`src/rtl/uart_receiver_if.sv`:
```
// Receive-side signal bundle for uart_receiver.
// The receiver drives the master modport and its consumer uses the slave modport.
// Handshake: rx_valid is a one-cycle strobe with no ready or backpressure.
// data_out, parity_err and frame_err change only in the cycle rx_valid is high.
// They hold their values until the next strobe.
interface uart_receiver_if;
    logic       rx;
    logic [7:0] data_out;
    logic       rx_valid;
    logic       parity_err;
    logic       frame_err;
    logic       rx_busy;
    logic       led;
    logic [2:0] dbg_state;

    modport master (
        input  rx,
        output data_out, rx_valid, parity_err, frame_err, rx_busy, led, dbg_state
    );

    modport slave (
        output rx,
        input  data_out, rx_valid, parity_err, frame_err, rx_busy, led, dbg_state
    );
endinterface

```
`src/rtl/uart_receiver.sv`:
```
// UART receiver for the 11-bit frame: start(0), 8 data bits LSB first, even parity, stop(1).
// The start bit is verified at its centre, and every later bit is sampled at its centre.
// Each frame that reaches the stop bit produces one rx_valid pulse with parity and framing status.
module uart_receiver #(
    parameter int BAUD_RATE    = 9600,
    parameter int CLK_FREQ     = 100_000_000,
    parameter int CLKS_PER_BIT = CLK_FREQ / BAUD_RATE,
    parameter int HALF_BIT     = CLKS_PER_BIT / 2,
    parameter int LED_CYCLES   = 5_000_000
) (
    input  logic clk,
    input  logic rst_n,
    uart_receiver_if.master bus
);

    localparam int CNT_W = $clog2(CLKS_PER_BIT);
    localparam int LED_W = $clog2(LED_CYCLES + 1);
    localparam logic [CNT_W-1:0] HALF_LAST = CNT_W'(HALF_BIT - 1);
    localparam logic [CNT_W-1:0] BIT_LAST  = CNT_W'(CLKS_PER_BIT - 1);

    typedef enum logic [2:0] {
        S_IDLE      = 3'd0,
        S_START     = 3'd1,
        S_DATA      = 3'd2,
        S_PARITY    = 3'd3,
        S_STOP      = 3'd4,
        S_WAIT_HIGH = 3'd5
    } state_t;

    logic             rx_meta;
    logic             rx_s;
    state_t           state;
    logic [CNT_W-1:0] bit_cnt;
    logic [3:0]       bit_idx;
    logic [7:0]       shift_reg;
    logic             parity_bad;
    logic [7:0]       data_r;
    logic             valid_r;
    logic             perr_r;
    logic             ferr_r;
    logic             busy_r;
    logic [LED_W-1:0] led_cnt;

    // Two-flop synchroniser for the asynchronous pin; it idles high so reset does not look like a start edge.
    always_ff @(posedge clk or negedge rst_n) begin
        if (!rst_n) begin
            rx_meta <= 1'b1;
            rx_s    <= 1'b1;
        end else begin
            rx_meta <= bus.rx;
            rx_s    <= rx_meta;
        end
    end

    // Frame FSM with its bit timing, data shifting, registered outputs and LED hold counter.
    always_ff @(posedge clk or negedge rst_n) begin
        if (!rst_n) begin
            state      <= S_IDLE;
            bit_cnt    <= '0;
            bit_idx    <= '0;
            shift_reg  <= '0;
            parity_bad <= 1'b0;
            data_r     <= '0;
            valid_r    <= 1'b0;
            perr_r     <= 1'b0;
            ferr_r     <= 1'b0;
            busy_r     <= 1'b0;
            led_cnt    <= '0;
        end else begin
            valid_r <= 1'b0;
            if (led_cnt != '0) begin
                led_cnt <= led_cnt - LED_W'(1);
            end
            case (state)
                S_IDLE: begin
                    if (!rx_s) begin
                        bit_cnt <= '0;
                        bit_idx <= '0;
                        busy_r  <= 1'b1;
                        state   <= S_START;
                    end
                end
                S_START: begin
                    if (bit_cnt == HALF_LAST) begin
                        bit_cnt <= '0;
                        if (!rx_s) begin
                            state <= S_DATA;
                        end else begin
                            // The line came back high before mid-start: treat it as a glitch.
                            busy_r <= 1'b0;
                            state  <= S_IDLE;
                        end
                    end else begin
                        bit_cnt <= bit_cnt + CNT_W'(1);
                    end
                end
                S_DATA: begin
                    if (bit_cnt == BIT_LAST) begin
                        bit_cnt   <= '0;
                        shift_reg <= {rx_s, shift_reg[7:1]};
                        if (bit_idx == 4'd7) begin
                            state <= S_PARITY;
                        end else begin
                            bit_idx <= bit_idx + 4'd1;
                        end
                    end else begin
                        bit_cnt <= bit_cnt + CNT_W'(1);
                    end
                end
                S_PARITY: begin
                    if (bit_cnt == BIT_LAST) begin
                        bit_cnt    <= '0;
                        parity_bad <= (^shift_reg) ^ rx_s;
                        state      <= S_STOP;
                    end else begin
                        bit_cnt <= bit_cnt + CNT_W'(1);
                    end
                end
                S_STOP: begin
                    if (bit_cnt == BIT_LAST) begin
                        bit_cnt <= '0;
                        data_r  <= shift_reg;
                        perr_r  <= parity_bad;
                        ferr_r  <= ~rx_s;
                        valid_r <= 1'b1;
                        if (rx_s) begin
                            // Returning to IDLE at the stop-bit centre lets a back-to-back start edge be caught.
                            busy_r <= 1'b0;
                            state  <= S_IDLE;
                            if (!parity_bad) begin
                                led_cnt <= LED_W'(LED_CYCLES);
                            end
                        end else begin
                            state <= S_WAIT_HIGH;
                        end
                    end else begin
                        bit_cnt <= bit_cnt + CNT_W'(1);
                    end
                end
                S_WAIT_HIGH: begin
                    // A break keeps the line low, so wait here for it to return high before looking for a start bit.
                    if (rx_s) begin
                        busy_r <= 1'b0;
                        state  <= S_IDLE;
                    end
                end
                default: begin
                    busy_r <= 1'b0;
                    state  <= S_IDLE;
                end
            endcase
        end
    end

    assign bus.data_out   = data_r;
    assign bus.rx_valid   = valid_r;
    assign bus.parity_err = perr_r;
    assign bus.frame_err  = ferr_r;
    assign bus.rx_busy    = busy_r;
    assign bus.led        = (led_cnt != '0);
    assign bus.dbg_state  = state;

endmodule

```
`src/flat_wrapper.sv`:
```
// flat-port wrapper written by rule: the top's interface ports become plain ports
module uart_receiver_flat 
#(
    parameter int BAUD_RATE    = 9600,
    parameter int CLK_FREQ     = 100_000_000,
    parameter int CLKS_PER_BIT = CLK_FREQ / BAUD_RATE,
    parameter int HALF_BIT     = CLKS_PER_BIT / 2,
    parameter int LED_CYCLES   = 5_000_000
)
  (clk, rst_n, bus_rx, bus_data_out, bus_rx_valid, bus_parity_err, bus_frame_err, bus_rx_busy, bus_led, bus_dbg_state);
  uart_receiver_if bus_i ();
  input  logic clk;
  input  logic rst_n;
  input wire logic [$bits(bus_i.rx)-1:0] bus_rx;
  output wire logic [$bits(bus_i.data_out)-1:0] bus_data_out;
  output wire logic [$bits(bus_i.rx_valid)-1:0] bus_rx_valid;
  output wire logic [$bits(bus_i.parity_err)-1:0] bus_parity_err;
  output wire logic [$bits(bus_i.frame_err)-1:0] bus_frame_err;
  output wire logic [$bits(bus_i.rx_busy)-1:0] bus_rx_busy;
  output wire logic [$bits(bus_i.led)-1:0] bus_led;
  output wire logic [$bits(bus_i.dbg_state)-1:0] bus_dbg_state;
  assign bus_i.rx = bus_rx;
  assign bus_data_out = bus_i.data_out;
  assign bus_rx_valid = bus_i.rx_valid;
  assign bus_parity_err = bus_i.parity_err;
  assign bus_frame_err = bus_i.frame_err;
  assign bus_rx_busy = bus_i.rx_busy;
  assign bus_led = bus_i.led;
  assign bus_dbg_state = bus_i.dbg_state;
  uart_receiver #(.BAUD_RATE(BAUD_RATE), .CLK_FREQ(CLK_FREQ), .CLKS_PER_BIT(CLKS_PER_BIT), .HALF_BIT(HALF_BIT), .LED_CYCLES(LED_CYCLES)) u_core (.clk(clk), .rst_n(rst_n), .bus(bus_i));
endmodule
```
`config.mk`:
```
export PLATFORM = sky130hd
export DESIGN_NAME = uart_receiver_flat
export DESIGN_NICKNAME = d
export VERILOG_FILES = /design/src/rtl/uart_receiver_if.sv /design/src/rtl/uart_receiver.sv /design/src/flat_wrapper.sv
export SDC_FILE = /design/constraint.sdc
export NUM_CORES = 1
export LEC_CHECK = 0
export CAP_MARGIN = 20
export CORE_MARGIN = 4
export CORE_UTILIZATION = 33
export CTS_CLUSTER_DIAMETER = 50
export DETAILED_ROUTE_END_ITERATION = 8
export PLACE_DENSITY = 0.51
export SKIP_CTS_REPAIR_TIMING = 1
export SYNTH_ARGS = -nofsm -noshare
export SYNTH_HDL_FRONTEND = slang
export SYNTH_SLANG_ARGS = --single-unit
```
`constraint.sdc`:
```
create_clock -name clk -period 1.9 [get_ports clk]
set_clock_uncertainty 0.05 [all_clocks]
set_input_delay 0.38 -clock clk [delete_from_list [all_inputs] [get_ports clk]]
set_output_delay 0.38 -clock clk [all_outputs]
set_load 0.02 [all_outputs]
```
==> results.md, run 1 <==
- Total gr overflow: 0
- Inst Count DP: 550
- Effective utilization at floorplan: 0.3445
- Die outline height: 109.9 microns
- Mapped Nets: 341
- Number of instances in the synthesized netlist: 334
- Area of the multi-input gates: 1996 sq um
- Number of enable-type register cells in the synthesized netlist: 0
- Largest registers in the final layout: u_core.led_cnt: 23 flops, u_core.bit_cnt: 14 flops
- Placed cell areas: 4352 sq um
- Weighted congestion at the end of routability-driven global placement: 0.8586
- Slew margin rel.: 0.7042
- Drt initial violations: 93
- Kind of launch point of the worst setup path: flop
- Number of cell rows: 36
- Final #Nets: 447
- Hold Fails Final Rpt: 7
- Number of warnings printed during yosys synthesis: 0
- Core area: 9955 sq um
- Clock tree from TritonCTS: built
- DRC violation count after routing: 0
- Wire length of the first global-routing pass: 13,510 microns
- Average wire per standard cell: 14.33 microns
- Commonest non-fill, non-tap cell in the layout: sky130_fd_sc_hd__buf_4
- R2r endpoint: u_core.led_cnt[13]
- Crit path buf inv count: 0
- FF-to-FF path depth: 4
- Count of buffers from port buffering: 18
- Critical path's top delay family: simple AND/OR/NAND/NOR gates
- Total Die Area: 12,090 sq um
- Num ports: 19
- Part of the Yosys area used for sequential elements: 0.4896
- Worst IR drop on VDD: 399.0 uV
- Worst EP required: 2130 ps
- Root buffer cell: sky130_fd_sc_hd__clkbuf_8
- Period Utilization, post-route: 1.125
- Area share of the largest cell type after synthesis: 0.4743
- Transition time at the pin with the least slew margin: 440.2 ps
- Fin Hold WS: -7.895 ps
- Post-detailed-route via-to-cell ratio: 4.952
- Cell accounting for the most synthesized area: sky130_fd_sc_hd__dfrtp_1
- Number of synthesized register bits: 67
- Achievable clock frequency: 467.9 MHz
- Register area: 1679 sq um
- Maximum number of pins on one net before global-route repair: 68
- Clk buf depth: 2
- Number of standard cells in the layout, taps in and fillers out: 578
- Crit path max-delay cell type: sky130_fd_sc_hd__or4_4
- Ys flop type: sky130_fd_sc_hd__dfrtp_1
- Arrival time of the worst setup path: 2360 ps
- Top post-synthesis cells by area: sky130_fd_sc_hd__dfrtp_1 (47%), sky130_fd_sc_hd__mux2_2 (5.9%), sky130_fd_sc_hd__xnor2_1 (5.1%)
- Max-cap violation count: 0
- Netlist cell types: 52
- Syn Std Cell Area: 3430 sq um
- Post-DP HPWL: 5498 microns
- Count of clock tree sinks: 67
- Failing checks: negative hold slack, negative setup slack
- Vias in the first global route: 2,901
- Setup CP Type: flop to flop
- Inserted Diodes: 0
- Area grow syn2layout: 46.04%
- Most used cells in the layout excluding fill and tap cells: sky130_fd_sc_hd__buf_4 (76), sky130_fd_sc_hd__dfrtp_1 (65), sky130_fd_sc_hd__nand2_1 (27)
- Remaining number of nets flagged by the antenna check after routing: 0
- Highest fanout seen on the critical path: 3
- Final slew viol count: 0
- Unrepaired setup endpoints after global routing: true
- Share of flip-flops with an asynchronous set or reset after synthesis: 1.000
- Run status: complete, but fails checks
- Leakage: 2.439 nW
- Final Critical Period: 2137 ps
- Smallest setup slack after layout: -237.2 ps
- Share of final-layout standard cells stronger than drive strength 1: 0.4000
- Number of antenna violations at the first check in global routing: 0
- Cts bufs inserted: 9
- Clock transition at the registers of the reported paths: 80 ps
- Setup crit end kind: flop
- Critical path, cell by cell: or4_4, or3_1, or4_1, a21oi_1
- Power density cells: 555.0 nW/um^2
- Slowest cell delay on critical path: 570 ps
- First-pass detailed-route iteration total: 4
- Finished layout cell area: 5009 sq um
- Minimum setup slack among reg-to-reg paths: -240 ps
- Combined global-route utilization of all metal layers: 0.1420
- Clock latency reported for the late side of the worst-skew pair: 350 ps
- Count of vias placed by the detailed router: 2,862
- Launching point of the worst reg2reg path: u_core.led_cnt[6]
- Routed WL: 8283 microns
- Number of flip-flops under the largest register name: 23
- Most flops, register: u_core.led_cnt
- Path category of the worst min-delay check: primary input to asynchronous set/reset pin
- CTS H-tree lvls: 3
- Final setup violation count: 15
- Mean cell area of the mapped netlist: 10.27 sq um
- Fill cells: 929
- Width of the die: 109.9 microns
synthesized netlist by cell type, types with 3 or more instances:
master,count
sky130_fd_sc_hd__xor2_1,12
sky130_fd_sc_hd__nand3_1,8
sky130_fd_sc_hd__nor4_1,5
sky130_fd_sc_hd__o211ai_1,5
sky130_fd_sc_hd__inv_1,9
sky130_fd_sc_hd__o31ai_1,4
sky130_fd_sc_hd__clkbuf_1,7
sky130_fd_sc_hd__or4_1,4
sky130_fd_sc_hd__dfrtp_1,65
sky130_fd_sc_hd__nor2_1,34
sky130_fd_sc_hd__nor2b_1,5
sky130_fd_sc_hd__a21o_1,3
sky130_fd_sc_hd__nand3b_1,3
sky130_fd_sc_hd__a21oi_1,12
sky130_fd_sc_hd__nand4_1,12
sky130_fd_sc_hd__nor3_1,6
sky130_fd_sc_hd__nor3b_1,3
sky130_fd_sc_hd__nand2b_1,3
sky130_fd_sc_hd__xnor2_1,20
sky130_fd_sc_hd__ha_1,4
sky130_fd_sc_hd__o21ai_0,14
sky130_fd_sc_hd__or3_1,5
sky130_fd_sc_hd__and4_1,4
sky130_fd_sc_hd__and3_1,4
sky130_fd_sc_hd__mux2_2,18
sky130_fd_sc_hd__a211oi_1,3
sky130_fd_sc_hd__nand2_1,29
per-stage QoR:
step	setup TNS [ps]	util	setup WS, ps	total power [mW]
6_report	-1085	0.5031	-237.2	2.780
5_1_grt	-2911	0.5031	-278.0	2.893
4_1_cts	-4317	0.4592	-733.7	2.825
3_5_place_dp	-3042	0.4372	-333.1	1.508
3_3_place_gp	-2569	0.4372	-297.5	1.507
2_1_floorplan	-1356	-	-164.2	1.466
worst max path at each step:
stage	endpoint	from	cells past startpoint	slack (ps)
floorplan	u_core.led_cnt[21]	u_core.led_cnt[7]	5	-160
CTS	bus_led	u_core.led_cnt[1]	6	-730
finish	u_core.led_cnt[13]	u_core.led_cnt[6]	4	-240
detailed placement	bus_led	u_core.led_cnt[0]	6	-330
global route	u_core.led_cnt[21]	u_core.led_cnt[6]	5	-280
global placement	bus_led	u_core.led_cnt[0]	6	-300
report_power, final:
part	switching, mW	internal, mW	leakage (nW)
clock network	0.561	0.741	0.0987
logic	0.0362	0.0119	1.43
registers	0.000910	1.43	0.909
total	0.598	2.18	2.44
cell type report:
| class | count | area share |
|---|---|---|
| clock inverters | 6 | 0.01824 |
| clock buffers | 10 | 0.02548 |
| inverters | 9 | 0.006745 |
| repair buffers | 106 | 0.1826 |
| well taps | 133 | 0.03323 |
| flip-flops and latches | 67 | 0.3352 |
| multi-input cells | 247 | 0.3985 |
cells by family after synthesis:
logic type	count (synthesis)	synth area share
multiplexers	20	0.06494
AO/OA/AOI/OAI	50	0.09377
AND/OR/NAND/NOR	141	0.2306
XOR/XNOR	32	0.08172
adder cells (fa/ha/maj)	4	0.01459
flip-flops	67	0.4896
buffers and inverters	20	0.02481
routing by layer:
| layer | share of wire | track usage |
|---|---|---|
| met1 | 0.46 | 0.1804 |
| met2 | 0.50 | 0.2357 |
| met3 | 0.023 | 0.03230 |
| met4 | 0.017 | 0.05076 |
| met5 | 0 | 0 |
Power figures use the tool's default switching activity.
==> inputs of run 2 (changes only) <==
Settings changed: GPL_TIMING_DRIVEN set to 0.
==> run 2 against run 1 <==
Against the previous run:
- the run ends with negative setup slack left
- sequential power about the same
- clock power down 7%
- sequential share of layout area increased by 2.7 points
- global-route usage down 0.86 points
==> results.md, run 2 (same netlist as run 1, synthesis figures left out) <==
- Placed cell areas: 3814 sq um (was 4352 sq um)
- Number of flip-flops under the largest register name: 23 (unchanged)
- Final #Nets: 396 (was 447)
- Width of the die: 109.9 microns (unchanged)
- Worst IR drop on VDD: 329.5 uV (was 399.0 uV)
- Clk buf depth: 2 (unchanged)
- Hold Fails Final Rpt: 0 (was 7)
- Post-DP HPWL: 4857 microns (was 5498 microns)
- Most used cells in the layout excluding fill and tap cells: sky130_fd_sc_hd__dfrtp_1 (58), sky130_fd_sc_hd__nor2_1 (25), sky130_fd_sc_hd__nand2_1 (24) (was sky130_fd_sc_hd__buf_4 (76), sky130_fd_sc_hd__dfrtp_1 (65), sky130_fd_sc_hd__nand2_1 (27))
- Minimum setup slack among reg-to-reg paths: -380 ps (was -240 ps)
- Average wire per standard cell: 15.21 microns (was 14.33 microns)
- Commonest non-fill, non-tap cell in the layout: sky130_fd_sc_hd__dfrtp_1 (was sky130_fd_sc_hd__buf_4)
- Run status: complete, but fails checks (unchanged)
- Most flops, register: u_core.led_cnt (unchanged)
- Total gr overflow: 0 (unchanged)
- Arrival time of the worst setup path: 2500 ps (was 2360 ps)
- Root buffer cell: sky130_fd_sc_hd__clkbuf_8 (unchanged)
- Slew margin rel.: 0.4223 (was 0.7042)
- Highest fanout seen on the critical path: 5 (was 3)
- Routed WL: 8015 microns (was 8283 microns)
- Grt met2 use: 0.2145 (was 0.2357)
- Area of the multi-input gates: 2038 sq um (was 1996 sq um)
- Die outline height: 109.9 microns (unchanged)
- Period Utilization, post-route: 1.202 (was 1.125)
- Met3 track demand over resource in global routing: 0.03112 (was 0.03230)
- Clock latency reported for the late side of the worst-skew pair: 340 ps (was 350 ps)
- Worst EP required: 2120 ps (was 2130 ps)
- Post-detailed-route via-to-cell ratio: 5.129 (was 4.952)
- Inserted Diodes: 0 (unchanged)
- Drt initial violations: 73 (was 93)
- Num ports: 19 (unchanged)
- Weighted congestion at the end of routability-driven global placement: 0.8014 (was 0.8586)
- Number of cell rows: 36 (unchanged)
- Met1 demand-to-capacity share in global routing: 0.1769 (was 0.1804)
- First-pass detailed-route iteration total: 4 (unchanged)
- Final setup violation count: 31 (was 15)
- Share of final-layout standard cells stronger than drive strength 1: 0.3376 (was 0.4000)
- Vias in the first global route: 2,635 (was 2,901)
- Setup CP Type: flop to flop (unchanged)
- Largest registers in the final layout: u_core.led_cnt: 23 flops, u_core.bit_cnt: 14 flops (unchanged)
- Leakage: 2.165 nW (was 2.439 nW)
- Remaining number of nets flagged by the antenna check after routing: 0 (unchanged)
- Final slew viol count: 0 (unchanged)
- Number of antenna violations at the first check in global routing: 0 (unchanged)
- Finished layout cell area: 4664 sq um (was 5009 sq um)
- Count of buffers from port buffering: 18 (unchanged)
- Clock tree from TritonCTS: built (unchanged)
- Clock transition at the registers of the reported paths: 80 ps (about the same)
- Area grow syn2layout: 36.01% (was 46.04%)
- Kind of launch point of the worst setup path: flop (unchanged)
- Most Crowded Layer GR: met2 (unchanged)
- Final Critical Period: 2284 ps (was 2137 ps)
- Maximum number of pins on one net before global-route repair: 68 (unchanged)
- DRC violation count after routing: 0 (unchanged)
- Unrepaired setup endpoints after global routing: true (unchanged)
- Setup crit end kind: flop (unchanged)
- Power density cells: 574.1 nW/um^2 (was 555.0 nW/um^2)
- Core area: 9955 sq um (unchanged)
- Fill cells: 934 (was 929)
- Power after layout: 2.678 mW (was 2.780 mW)
- Total Die Area: 12,090 sq um (unchanged)
- Smallest setup slack after layout: -384.4 ps (was -237.2 ps)
- Placement-stage worst setup slack: -1027 ps (was -333.1 ps)
- Wire length of the first global-routing pass: 12,830 microns (was 13,510 microns)
- Effective utilization at floorplan: 0.3445 (unchanged)
- Max-cap violation count: 0 (unchanged)
- Transition time at the pin with the least slew margin: 866.5 ps (was 440.2 ps)
- CTS H-tree lvls: 3 (unchanged)
- Failing checks: negative setup slack (was negative hold slack, negative setup slack)
- Register area: 1688 sq um (was 1679 sq um)
- Combined global-route utilization of all metal layers: 0.1334 (was 0.1420)
- Cts bufs inserted: 9 (unchanged)
- Path category of the worst min-delay check: primary input to asynchronous set/reset pin (unchanged)
- Count of clock tree sinks: 67 (unchanged)
- Count of vias placed by the detailed router: 2,703 (was 2,862)
- Achievable clock frequency: 437.8 MHz (was 467.9 MHz)
-- run 2: changes by cell type in the layout (fill, tap and decap cells not counted), moves of 4 or more --
| cell | previous run | this run |
|---|---|---|
| sky130_fd_sc_hd__dfrtp_2 | 0 | 7 |
| sky130_fd_sc_hd__o21ai_0 | 10 | 6 |
| sky130_fd_sc_hd__dfrtp_1 | 65 | 58 |
| sky130_fd_sc_hd__buf_6 | 9 | 13 |
| sky130_fd_sc_hd__buf_4 | 76 | 17 |
-- run 2: power breakdown --
group	leakage [nW]	internal, mW	switching [mW]
combinational	1.18	0.00659	0.0346
clock	0.0881	0.612	0.594
sequential	0.898	1.43	0.00280
total	2.17	2.05	0.631
-- run 2: final cells by class --
| type | count | area share |
|---|---|---|
| repair buffers | 46 | 0.09898 |
| well taps | 133 | 0.03568 |
| flip-flops and latches | 67 | 0.3619 |
| multi-input cells | 248 | 0.4370 |
| clock inverters | 7 | 0.01663 |
| inverters | 9 | 0.007242 |
| clock buffers | 9 | 0.02656 |
| plain buffers | 8 | 0.01609 |
-- run 2: per-stage QoR --
step | hold slack, ps | TNS [ps] | util | std cells
floorplan | 34.41 | -1356 | - | 334
global placement | 296.3 | -145780 | 0.3834 | 485
detailed placement | 299.0 | -17120 | 0.3831 | 485
CTS | 125.3 | -18700 | 0.4033 | 501
global route | 163.1 | -5843 | 0.4686 | 527
finish | 82.59 | -2595 | 0.4686 | 527
-- run 2: critical path, cell delays in order (launching register included) --
cell and delay (ps):
sky130_fd_sc_hd__dfrtp_2 450, sky130_fd_sc_hd__or4_4 590, sky130_fd_sc_hd__nor4b_4 360, sky130_fd_sc_hd__nand2_2 110
sky130_fd_sc_hd__or4_4 510, sky130_fd_sc_hd__a21oi_2 140
-- run 2: routing by layer --
metal / part of all wire / routed length (microns) / vias up
met2: 0.47 / 3756 / 29
met4: 0.0094 / 75 / 0
li1: - / - / 1317
met5: 0 / 0 / -
met1: 0.50 / 4004 / 1349
met3: 0.022 / 178 / 8
-- run 2: worst paths after layout --
kind | from | endpoint | depth (start not counted)
hold / removal | rst_n | u_core.bus.rx_valid | 1
min in group clk | u_core.rx_meta | u_core.rx_s | 0
max in group asynchronous | rst_n | u_core.bit_cnt[3] | 1
hold reg to reg | u_core.rx_meta | u_core.rx_s | 0
setup / recovery | u_core.led_cnt[6] | u_core.led_cnt[21] | 5
setup reg to reg | u_core.led_cnt[6] | u_core.led_cnt[21] | 5
==> inputs of run 3 (changes only) <==
Settings changed: CAP_MARGIN 20 to not set, PLACE_DENSITY 0.51 to 0.49.
Clock period 1.9 ns to 2.89 ns, I/O delays scaled along.
==> run 3 against run 2 <==
Against the previous run:
- count of clock-buffer cells in the layout rose by 2
- register-to-register slack improved by 780 ps
- critical path depth fell by 1
- the flow now finishes without violations
- largest cell class unchanged
- critical path type is now flop to output pin
- flip-flop and latch count did not move
- global-route usage fell by 0.67 points
- first-iteration DRC count rose by 2.7%
- hold slack improved by 190 ps
- non-clock buffer count fell by 27
- worst setup slack improved by 570 ps
- sequential share of layout area rose by 5.1 points
- wire length fell by 15%
==> results.md, run 3 (same netlist as run 1, synthesis figures left out) <==
- Leakage: 1.931 nW (was 2.165 nW)
- Number of flip-flops under the largest register name: 23 (unchanged)
- CP startpoint: u_core.led_cnt[7] (was u_core.led_cnt[6])
- Vias in the first global route: 2,429 (was 2,635)
- Width of the die: 109.9 microns (unchanged)
- Total gr overflow: 0 (unchanged)
- Final setup violation count: 0 (was 31)
- Post-DP HPWL: 4777 microns (was 4857 microns)
- Count of buffers from port buffering: 18 (unchanged)
- Count of vias placed by the detailed router: 2,503 (was 2,703)
- Post-detailed-route via-to-cell ratio: 5.016 (was 5.129)
- Unrepaired setup endpoints after global routing: false (was true)
- CTS H-tree lvls: 3 (unchanged)
- Period Utilization, post-route: 0.9357
- Remaining number of nets flagged by the antenna check after routing: 0 (unchanged)
- Slew margin rel.: 0.4065 (was 0.4223)
- Drt initial violations: 75 (was 73)
- Setup crit end kind: output pin (was flop)
- Critical path's top delay family: simple AND/OR/NAND/NOR gates (unchanged)
- Cts bufs inserted: 9 (unchanged)
- Worst IR drop on VDD: 254.7 uV (was 329.5 uV)
- Max-cap violation count: 0 (unchanged)
- Slowest cell delay on critical path: 450 ps (was 590 ps)
- Area grow syn2layout: 18.57% (was 36.01%)
- Power density cells: 482.7 nW/um^2 (was 574.1 nW/um^2)
- Final slew viol count: 0 (unchanged)
- Root buffer cell: sky130_fd_sc_hd__clkbuf_8 (unchanged)
- First-pass detailed-route iteration total: 4 (unchanged)
- Run status: finished, final reports clean (was complete, but fails checks)
- Clock latency reported for the late side of the worst-skew pair: 340 ps (about the same)
- Effective utilization at floorplan: 0.3445 (unchanged)
- Total Die Area: 12,090 sq um (unchanged)
- Largest registers in the final layout: u_core.led_cnt: 23 flops, u_core.bit_cnt: 14 flops (unchanged)
- Power after layout: 1.963 mW (was 2.678 mW)
- Most flops, register: u_core.led_cnt (unchanged)
- Arrival time of the worst setup path: 2080 ps (was 2500 ps)
- Inserted Diodes: 0 (unchanged)
- Number of antenna violations at the first check in global routing: 0 (unchanged)
- Launching point of the worst reg2reg path: u_core.bit_cnt[10] (was u_core.led_cnt[6])
- Clock tree from TritonCTS: built (unchanged)
- Most used cells in the layout excluding fill and tap cells: sky130_fd_sc_hd__dfrtp_1 (65), sky130_fd_sc_hd__nor2_1 (34), sky130_fd_sc_hd__nand2_1 (29) (was sky130_fd_sc_hd__dfrtp_1 (58), sky130_fd_sc_hd__nor2_1 (25), sky130_fd_sc_hd__nand2_1 (24))
- Critical path, cell by cell: nor4_4, and3_1, nand3_4, dlymetal6s2s_1 (was or4_4, nor4b_4, nand2_2, or4_4, a21oi_2)
- Kind of launch point of the worst setup path: flop (unchanged)
- Weighted congestion at the end of routability-driven global placement: 0.7855 (was 0.8014)
- Setup CP Type: flop to output pin (was flop to flop)
- Achievable clock frequency: 369.8 MHz
- Worst EP required: 2260 ps (was 2120 ps)
- Commonest non-fill, non-tap cell in the layout: sky130_fd_sc_hd__dfrtp_1 (unchanged)
- Average wire per standard cell: 13.68 microns (was 15.21 microns)
- Wire length of the first global-routing pass: 11,970 microns (was 12,830 microns)
- Number of cell rows: 36 (unchanged)
- Utilization after layout: 0.4085 (was 0.4686)
- Count of clock tree sinks: 67 (unchanged)
- Transition time at the pin with the least slew margin: 887.4 ps (was 866.5 ps)
- Die outline height: 109.9 microns (unchanged)
- DRC violation count after routing: 0 (unchanged)
- Core area: 9955 sq um (unchanged)
- Crit path buf inv count: 1 (was 0)
- Highest fanout seen on the critical path: 8 (was 5)
- Path category of the worst min-delay check: primary input to asynchronous set/reset pin (unchanged)
- Final Critical Period: 2704 ps
- Crit path max-delay cell type: sky130_fd_sc_hd__dfrtp_1 (was sky130_fd_sc_hd__or4_4)
- Clk buf depth: 2 (unchanged)
- Clock transition at the registers of the reported paths: 80 ps (about the same)
- Final #Nets: 368 (was 396)
- Hold Fails Final Rpt: 0 (unchanged)
- Combined global-route utilization of all metal layers: 0.1267 (was 0.1334)
- Routed WL: 6828 microns (was 8015 microns)
- Fin Hold WS: 274.6 ps (was 82.59 ps)
- Share of final-layout standard cells stronger than drive strength 1: 0.1448 (was 0.3376)
- Maximum number of pins on one net before global-route repair: 68 (unchanged)
- Num ports: 19 (unchanged)
[run 3: cell types whose count changed in the layout (fill, tap and decap cells not counted), moves of 5 or more]
cell	delta
sky130_fd_sc_hd__buf_4	-16
sky130_fd_sc_hd__buf_6	-12
sky130_fd_sc_hd__clkbuf_1	+5
sky130_fd_sc_hd__dfrtp_1	+7
sky130_fd_sc_hd__dfrtp_2	-7
sky130_fd_sc_hd__nand2_1	+5
sky130_fd_sc_hd__nor2_1	+9
sky130_fd_sc_hd__nor2_2	-5
sky130_fd_sc_hd__o21ai_0	+8
sky130_fd_sc_hd__o21ai_1	-5
[run 3: area by class of cell]
class	count	area, sq um
clock buffer	11	151.4
multi-input combinational	247	1704
timing repair buffer	18	180.2
inverter	9	33.78
clock inverter	5	107.6
sequential	67	1679
tap	133	166.4
buffer	9	43.79
fill	984	5888
[run 3: final timing paths]
kind                                           to  slack [ps]  cells after the start
max                                       bus_led         190                      4
min                        u_core.bus.data_out[4]         270                      1
max reg2reg                    u_core.led_cnt[19]         400                      7
min reg2reg                           u_core.rx_s         310                      0
max in group asynchronous  u_core.bus.data_out[0]        1940                      1
min in group clk                      u_core.rx_s         310                      0
[run 3: metal layers]
layer / GRT usage / wire, microns / vias up
met4: 0.03918 / 87 / 0
met2: 0.1941 / 3158 / 26
li1: - / - / 1254
met5: 0 / 0 / -
met1: 0.1703 / 3394 / 1216
met3: 0.03993 / 187 / 7
[run 3: worst reg2reg max path: stages, from the launching register on]
cell                       delay, ps
sky130_fd_sc_hd__dfrtp_1         440
sky130_fd_sc_hd__or2_2           310
sky130_fd_sc_hd__nor4_1          490
sky130_fd_sc_hd__buf_2           310
sky130_fd_sc_hd__nand2_1         150
sky130_fd_sc_hd__or2_2           300
sky130_fd_sc_hd__clkbuf_1        200
sky130_fd_sc_hd__o211ai_1        140
[run 3: metrics by stage]
step	TNS [ps]	cell area (sq um)	setup WS, ps	cells
6_report	0	4066	185.8	499
5_1_grt	0	4066	61.01	499
4_1_cts	-632.5	4033	-632.5	501
3_5_place_dp	-236.1	3774	-236.1	485
3_3_place_gp	-77020	3776	-1175	485
2_1_floorplan	0	3430	632.8	334
[run 3: where the power goes]
group	switching, mW	total (mW)	leakage (nW)	internal, mW
combinational	0.0208	0.0251	0.891	0.00435
sequential	0.00158	0.941	0.909	0.939
clock	0.372	0.997	0.130	0.625
